===== config.mk =====
export PLATFORM = sky130hd
export DESIGN_NAME = parity_rx_bdeduffy
export DESIGN_NICKNAME = d
export VERILOG_FILES = /design/src/rtl/parity_rx_bdeduffy.sv
export SDC_FILE = /design/constraint.sdc
export NUM_CORES = 1
export LEC_CHECK = 0
export ABC_AREA = 1
export BUFFER_PORTS_ARGS = -buffer_cell sky130_fd_sc_hd__buf_4
export CAP_MARGIN = 20
export CORE_UTILIZATION = 55
export DETAILED_ROUTE_END_ITERATION = 8
export PLACE_DENSITY = 0.85
export REMOVE_ABC_BUFFERS = 1
export SETUP_SLACK_MARGIN = 0.4
export SLEW_MARGIN = 30
export SYNTH_ARGS = -nofsm -noshare
export SYNTH_HDL_FRONTEND = slang
export SYNTH_SLANG_ARGS = --single-unit

===== constraint.sdc =====
create_clock -name clk -period 2.1 [get_ports clk]
set_clock_uncertainty 0.15 [all_clocks]
set_input_delay 0.42 -clock clk [delete_from_list [all_inputs] [get_ports clk]]
set_output_delay 0.42 -clock clk [all_outputs]
set_load 0.03 [all_outputs]

===== src/rtl/parity_rx_bdeduffy.sv =====
// Serial frame receiver: start, DATA_W data bits LSB first, parity, stop.
// Samples one bit per bit_en strobe and presents each word through a one-entry valid/ready buffer.
module parity_rx_bdeduffy #(
    parameter int unsigned DATA_W     = 8,
    parameter int unsigned ODD_PARITY = 0
) (
    input  logic              clk,
    input  logic              rst,
    input  logic              sdi,
    input  logic              bit_en,
    input  logic              out_ready,
    output logic [DATA_W-1:0] data_out,
    output logic              out_valid,
    output logic              parity_err,
    output logic              frame_err,
    output logic              overrun,
    output logic              busy
);

    localparam int unsigned      CntW    = (DATA_W > 1) ? $clog2(DATA_W) : 1;
    localparam logic [CntW-1:0]  LastCnt = CntW'(DATA_W - 1);
    localparam logic             OddInit = (ODD_PARITY != 0);

    typedef enum logic [1:0] {
        StIdle,
        StData,
        StParity,
        StStop
    } state_e;

    state_e              state_q, state_d;
    logic [DATA_W-1:0]   shift_q, shift_d;
    logic [CntW-1:0]     cnt_q, cnt_d;
    logic                acc_q, acc_d;
    logic                perr_q, perr_d;
    logic [DATA_W-1:0]   data_q, data_d;
    logic                valid_q, valid_d;
    logic                perr_out_q, perr_out_d;
    logic                ferr_q, ferr_d;
    logic                ovr_q, ovr_d;

    always_comb begin
        state_d    = state_q;
        shift_d    = shift_q;
        cnt_d      = cnt_q;
        acc_d      = acc_q;
        perr_d     = perr_q;
        data_d     = data_q;
        valid_d    = valid_q;
        perr_out_d = perr_out_q;
        ferr_d     = ferr_q;
        ovr_d      = 1'b0;

        // A handshake frees the buffer; a load in the same cycle re-asserts valid below.
        if (valid_q && out_ready) begin
            valid_d = 1'b0;
        end

        if (bit_en) begin
            unique case (state_q)
                StIdle: begin
                    if (!sdi) begin
                        state_d = StData;
                        cnt_d   = '0;
                        acc_d   = 1'b0;
                    end
                end
                StData: begin
                    for (int i = 0; i < DATA_W; i++) begin
                        if (cnt_q == CntW'(i)) begin
                            shift_d[i] = sdi;
                        end
                    end
                    acc_d = acc_q ^ sdi;
                    if (cnt_q == LastCnt) begin
                        state_d = StParity;
                    end else begin
                        cnt_d = cnt_q + CntW'(1);
                    end
                end
                StParity: begin
                    perr_d  = acc_q ^ sdi ^ OddInit;
                    state_d = StStop;
                end
                StStop: begin
                    state_d = StIdle;
                    if (!valid_q || out_ready) begin
                        data_d     = shift_q;
                        perr_out_d = perr_q;
                        ferr_d     = ~sdi;
                        valid_d    = 1'b1;
                    end else begin
                        // Buffer still held: drop the frame, keep the old word visible.
                        ovr_d = 1'b1;
                    end
                end
                default: state_d = StIdle;
            endcase
        end
    end

    always_ff @(posedge clk) begin
        if (rst) begin
            state_q    <= StIdle;
            shift_q    <= '0;
            cnt_q      <= '0;
            acc_q      <= 1'b0;
            perr_q     <= 1'b0;
            data_q     <= '0;
            valid_q    <= 1'b0;
            perr_out_q <= 1'b0;
            ferr_q     <= 1'b0;
            ovr_q      <= 1'b0;
        end else begin
            state_q    <= state_d;
            shift_q    <= shift_d;
            cnt_q      <= cnt_d;
            acc_q      <= acc_d;
            perr_q     <= perr_d;
            data_q     <= data_d;
            valid_q    <= valid_d;
            perr_out_q <= perr_out_d;
            ferr_q     <= ferr_d;
            ovr_q      <= ovr_d;
        end
    end

    assign data_out   = data_q;
    assign out_valid  = valid_q;
    assign parity_err = perr_out_q;
    assign frame_err  = ferr_q;
    assign overrun    = ovr_q;
    assign busy       = (state_q != StIdle);

endmodule


* Word-level counts from Yosys, hierarchy flattened
Index checks and enable logic that the tools add are counted.
Word-level totals: word-level logic and storage cells 69, flip-flop bits (word level) 27, output and inout port bits 13, bits of input ports 5
Cells by class: add/subtract/negate cells 1, mux-type cells 13, bitwise logic cells 4, eq/ne operators 13, reduce and logical (&&, ||, !) cells 21
Operators with widths (count):
- AND reduction 3 bit | 11
- == test 3 bit (second input constant) | 4
- case mux 2 bit (4 select lines) | 1
- == test 3 x 2 -> 1 bit (second input constant) | 2
- two-way mux 1 bit | 6
- two-way mux 3 bit | 2
- != test 2 bit (second input constant) | 3
- case mux 3 bit (2 select lines) | 1
- == test 2 bit (second input constant) | 2
- two-way mux 2 bit | 2
- AND reduction 4 bit | 1
- nonzero test 2 bit | 2
- adder 3 x 1 -> 3 bit (second input constant) | 1
- == test 3 x 1 -> 1 bit (second input constant) | 1
- logical NOT 3 bit | 1
- NOT 1 bit | 3
- OR reduction 3 bit | 1
- == test 2 x 1 -> 1 bit (second input constant) | 1
- logical NOT 2 bit | 1
- case mux 1 bit (2 select lines) | 1
- AND reduction 2 bit | 1
- logical AND 1 bit | 1
- logical NOT 1 bit | 1
- logical OR 1 bit | 1
- XOR 1 bit | 1

* Depth between registers and ports, before layout
Gate-level depths: netlist of run 1.
word-level depth 5, gate-level depth with buffers 10

* Worst setup path before layout of run 1
OpenSTA, ideal clock, no wires.
path kind reg-to-reg, start reg state_q[0], end reg cnt_q[0], arrival time 1215 ps, stages on the path, launching flop included 10, required time 1835 ps, slack 620 ps, setup time 115 ps, buffers on the path 0, path through dfxtp_1 inv_1 ha_1 inv_1 nand2_1 nand2_1 nor2_1 nand2_1 nand2_1 nor2_1
Between the ends: word-level cells in the longest chain between the ends 3
Ends and longest elaborated chain:
- start: declaration | RTL line 31 | state_e state_q, state_d;
- start signal: assignment | RTL line 104 | state_q <= StIdle;
- start signal: assignment | RTL line 115 | state_q <= state_d;
- == test 2 x 1 -> 1 bit / logical NOT 2 bit (equally long branches) | RTL line 60 | unique case (state_q)
- != test 2 bit (no source line) / nonzero test 2 bit (equally long branches)
- AND reduction 4 bit (no source line)
- end signal: assignment | RTL line 117 | cnt_q <= cnt_d;
- end: declaration | RTL line 33 | logic [CntW-1:0] cnt_q, cnt_d;
Several ways; a longest one is shown, not always the timed one. A chain may end at the register's enable or synchronous reset.

* Final worst setup path of run 1
start reg state_q[1], end out busy
Between the ends: word-level cells in the longest chain between the ends 1
Ends and longest elaborated chain:
- nonzero test 2 bit | RTL line 133 | assign busy = (state_q != StIdle);
- end: declaration | RTL line 17 | output logic busy
No other way between the ends.

==> results of run 1 <==
==> area by class of cell <==
cell class	count	area, um^2
Clock buffer	3	22.52
Clock inverter	1	5.005
Fill cell	185	703.2
Inverter	21	78.83
Multi-Input combinational cell	126	640.6
Sequential cell	27	544.3
Tap cell	28	35.03
Timing Repair Buffer	21	161.4
==> metal layers <==
layer,GRT usage (%),vias up
met1,25.33,513
met5,0,-
li1,-,589
met4,8.571,0
met2,39.33,21
met3,3.704,4
==> power breakdown <==
part	switching, mW	internal, mW	leakage, nW
combinational	0.129	0.0847	0.433
clock	0.148	0.0714	0.0177
sequential	0.0135	0.533	0.220
total	0.291	0.689	0.670
==> registers in the layout (all words and copies together) (netlist names) <==
| register | flops |
|---|---|
| perr_q | 1 |
| shift_q | 8 |
| data_out | 8 |
| frame_err | 1 |
| out_valid | 1 |
| cnt_q | 3 |
| state_q | 2 |
| acc_q | 1 |
| parity_err | 1 |
| overrun | 1 |
==> worst max-delay path, stage by stage, from the launching register on <==
cell and delay, ns:
dfxtp_2 0.37, inv_2 0.06, ha_4 0.17, inv_2 0.06, buf_6 0.12
==> through the flow <==
step,area (um^2),total power [mW]
finish,1488,0.9800
global route,1488,1.034
CTS,1476,0.9799
detailed placement,1415,0.7387
global placement,1415,0.7286
floorplan,1245,0.6848
==> cell families (layout without fill, tap and decap cells) <==
logic type	after synthesis	count (layout)	synth area share (%)
flops	27	27	42.69
simple gates	93	93	29.84
compound gates	22	22	8.992
fa+ha+maj	10	10	9.881
xor+xnor	1	1	0.6918
buf+inv	25	46	7.904
==> repair_timing <==
action | 4_1_cts | 5_1_grt
endpoints found under the setup margin | 1 | 8
gates resized for setup | 8 | 2
hold endpoints to repair | 0 | 0
buffers inserted | 2 | 1
pin swaps | 0 | 1
==> worst paths after layout <==
kind / start / endpoint / slack [ns] / cells past startpoint
setup / recovery: state_q[1] / busy / 0.42 / 4
hold / removal: rst / out_valid / 0.13 / 2
setup reg to reg: cnt_q[1] / state_q[0] / 0.54 / 7
hold reg to reg: shift_q[7] / shift_q[7] / 0.31 / 2
==> synthesized netlist by cell type, drive strengths merged <==
cell type | number | area, um^2
inv | 20 | 75.07
xor2 | 1 | 8.760
nand3 | 4 | 20.02
nand2 | 35 | 131.4
a21oi | 7 | 38.79
buf | 2 | 12.51
nor2 | 45 | 168.9
or2 | 2 | 12.52
ha | 10 | 125.1
clkinv | 1 | 3.750
clkbuf | 2 | 8.750
dfxtp | 27 | 540.5
o21ai | 15 | 75.07
nor3 | 7 | 45.04
==> metrics, run 1 <==
1st-iter DRT viols 15; metal2 WL 1272 um; Die ar. 0.002498 mm^2; CTS tree built; TritonRoute pass-1 iters 6; Min-Delay Path Class in2reg; DP Worst Slack 0.5044 ns; Synth Register Bits 27; status finished, final reports clean; drc violations 0; Initial Util 57.80%; Crit path required time 1.53 ns; PwrDens 658.7 mW/mm^2; setup violators final 0; gr usage total 21.93%; RSZ-0062 raised after global routing yes; Area Growth Syn to Fin 17.49%; vias in the first global route 1022; WL met1 1085 um; row count 17; Num Clock Sinks 27; die width 49.98 um; GP Congestion 0.8561; Cells after DPL 220; H-tree Lvls 1; CP Launch Type register; CTS root buf clkbuf_4; Post-Syn Instances 178; clock buffer depth 2; largest net degree at the start of global routing 24; die height 49.98 um; worst-path fanout max 4; final worst slack 0.4222 ns; Final Cycle Share 79.90%; PortBufs 17; vias per cell 4.965; final hold violation count 0; post-route minimum period 1.678 ns; WHS 0.1346 ns; remaining global-route overflow 0; Antenna Nets Post-Route 0; core region area 0.002191 mm^2; Worst-path clk slew 0.14 ns; maxcap violations 0; Antenna Cells 0; proportion of layout cells with a drive suffix above 1 19.10%; Data arrival, critical path 1.11 ns; worst slew pin tran 0.5968 ns; sequential area share after synthesis 42.69%; Non-Filler Instances 227; first-pass GRT wire length 4188 um; CTS Hold Bufs 0; Static Leak 0.6702 nW; Yosys Warn Count 0; Slew Limit Fails 0; most frequent cells in the layout nor2_1, nand2_1, dfxtp_1, buf_4, inv_1; nets 215; commonest non-fill, non-tap cell in the layout nor2_1; initial antenna violation count 0; CP Capture Type output pin; Post-DP HPWL 1835 um; TNS Setup 0 ns; Top-Level Pins 18; WL/cell 10.85 um; Synth cell types 20; Synth Area per Inst 7.114 um^2; Fmax 0.5960 GHz; WL met3 73 um; final WL 2464 um; final core utilization 67.90%; worst vdd ir 0.4197 mV; via count 1127; Netlist Area Pre-Place 0.001266 mm^2; max_slew headroom 60.17%; Max Used Layer met4; CTS Buf Count 3; worst skew pair latency 0.32 ns; WS Path Type reg2out
(Power assumes the default switching activity.)
==> inputs of run 2 (changes only) <==
CORE_UTILIZATION = 50   (was 55)
PLACE_DENSITY = 0.82   (was 0.85)
clock period = 1.4 ns   (was 2.1 ns; I/O delays follow)
==> run 2 against run 1 <==
Effect of this change:
- the flow now finishes with violations (negative hold slack, negative setup slack)
- power up 80%
- non-clock buffer count up 13
- worst setup slack worse by 0.54 ns
- hold slack worse by 0.17 ns
- clock power up 59%
- routed wire length up 60%
- combinational power rose to 2.7 times the previous value
- die area up 9.6%
- cell count up 6.2%
- sequential power up 51%
- first-iteration DRC count rose to 2.6 times the previous value
- highest routed layer unchanged
==> metrics, run 2 (synthesis results as in run 1) <==
Area Growth Syn to Fin 55.24%; remaining global-route overflow 0 (unchanged); core region area 0.002297 mm^2 (+4.9%); maxcap violations 0 (unchanged); worst-path fanout max 2 (-2); final WL 3949 um (+60%); Num Clock Sinks 27 (unchanged); initial antenna violation count 0 (unchanged); worst vdd ir 0.7338 mV (+75%); CP Launch Type register; row count 17 (unchanged); violations in the final reports negative hold slack, negative setup slack; commonest non-fill, non-tap cell in the layout nor2_1; proportion of layout cells with a drive suffix above 1 51.17% (+32 points); Top-Level Pins 18 (unchanged); 1st-iter DRT viols 39 (+24); Slew Limit Fails 0 (unchanged); RSZ-0062 raised after global routing yes; worst slew pin tran 0.3019 ns (-0.2949 ns); first-pass GRT wire length 5333 um (+27%); die height 52.33 um (+4.7%); PortBufs 17 (unchanged); Worst-path clk slew 0.15 ns (about the same); CTS tree built; Crit path largest cell delay 0.37 ns (about the same); vias in the first global route 1208 (+18%); Data arrival, critical path 1.09 ns (-0.02 ns); drc violations 0 (unchanged); Final Cycle Share 108.6%; DP Worst Slack -0.1651 ns (-0.6695 ns); WHS -0.03122 ns (-0.1659 ns); crit path cell chain inv_2 -> ha_4 -> inv_2 -> buf_6; final worst slack -0.1209 ns (-0.5430 ns); Initial Util 55.12% (-2.7 points); Crit path required time 0.97 ns (-0.56 ns); GP Congestion 0.9180 (+7.2%); Static Leak 0.8227 nW (+23%); Antenna Cells 0 (unchanged); nets 229 (+6.5%); setup violators final 12 (+12); total power 1.761 mW (+80%); Min-Delay Path Class in2reg; WS Path Type reg2out; final hold violation count 4 (+4); Post-DP HPWL 1840 um (+0.30%); most frequent cells in the layout nor2_1, nand2_1, buf_4, buf_6, dfxtp_2; via count 1308 (+16%); worst skew pair latency 0.33 ns (about the same); CTS root buf clkbuf_4; PwrDens 895.9 mW/mm^2 (+36%); status complete, but fails checks; die width 52.33 um (+4.7%); CTS Buf Count 3 (unchanged); TritonRoute pass-1 iters 4 (-2); clock buffer depth 2 (unchanged); largest net degree at the start of global routing 24 (unchanged); WL/cell 16.39 um (+51%); CP dominant cell by count inv_2; gr usage total 27.68% (+5.8 points); crit path max-delay cell type dfxtp_2; Antenna Nets Post-Route 0 (unchanged); max_slew headroom 79.84% (+20 points); Design Area, Final 0.001966 mm^2 (+32%); Die ar. 0.002738 mm^2 (+9.6%); CP Capture Type output pin; Fmax 0.6575 GHz; Post-DP Area 0.001445 mm^2 (+2.1%); post-route minimum period 1.521 ns; H-tree Lvls 1 (unchanged); vias per cell 5.427 (+9.3%)
[run 2: cell count changes in the layout (fill, tap and decap cells not counted), sizes merged]
cell	delta
clkinv	+1
buf	+13
[run 2: path summary, 6_finish.rpt]
| path | depth (start not counted) | slack [ns] | endpoint | startpoint |
|---|---|---|---|---|
| worst max-delay path | 4 | -0.12 | busy | state_q[1] |
| worst min-delay path | 2 | -0.03 | out_valid | rst |
| worst max register to register | 8 | -0.10 | shift_q[2] | state_q[1] |
| worst min register to register | 2 | 0.31 | shift_q[7] | shift_q[7] |
[run 2: through the flow]
| step | utilization (%) | cells | TNS (ns) |
|---|---|---|---|
| 5_1_grt | 85.57 | 241 | -1.445 |
| 3_5_place_dp | 62.91 | 224 | -1.090 |
| 6_report | 85.57 | 241 | -0.6150 |
| 3_3_place_gp | 62.91 | 224 | -0.1909 |
| 2_1_floorplan | - | 174 | -1.062 |
| 4_1_cts | 78.76 | 236 | -0.3075 |
[run 2: cell type report]
cell class / count / area (um^2)
clock buffer: 3 / 22.52
inverter: 21 / 85.08
sequential: 27 / 564.3
fill: 117 / 331.6
timing repair inverter: 1 / 5.005
tap: 28 / 35.03
timing repair buffer: 34 / 319.1
clock inverter: 1 / 5.005
multi-input combinational: 126 / 929.6
[run 2: worst max-delay path, delay by kind of cell, from the launching register on]
kind / cells / cell delay, ns
DFF: 1 / 0.37
buffers and inverters: 3 / 0.24
adders and majority gates: 1 / 0.16
[run 2: report_power, final]
part           internal [mW]  switching, mW
combinational          0.237          0.351
sequential             0.802         0.0213
clock                  0.107          0.243
[run 2: per-layer routing]
metal  wire, um  track usage [%]  vias up
met3        201            5.217       19
met4        157            20.18        0
met1       1458            27.76      608
met2       2131            50.00       57
li1           -                -      624
met5          0                0        -
[run 2: timing repair]
item                       in CTS  in global routing
cloned                          1                  0
setup endpoints to repair      40                 40
pin swaps                      16                 19
hold endpoints to repair        4                  4
gates resized for setup        93                 34
buffers inserted                7                  5
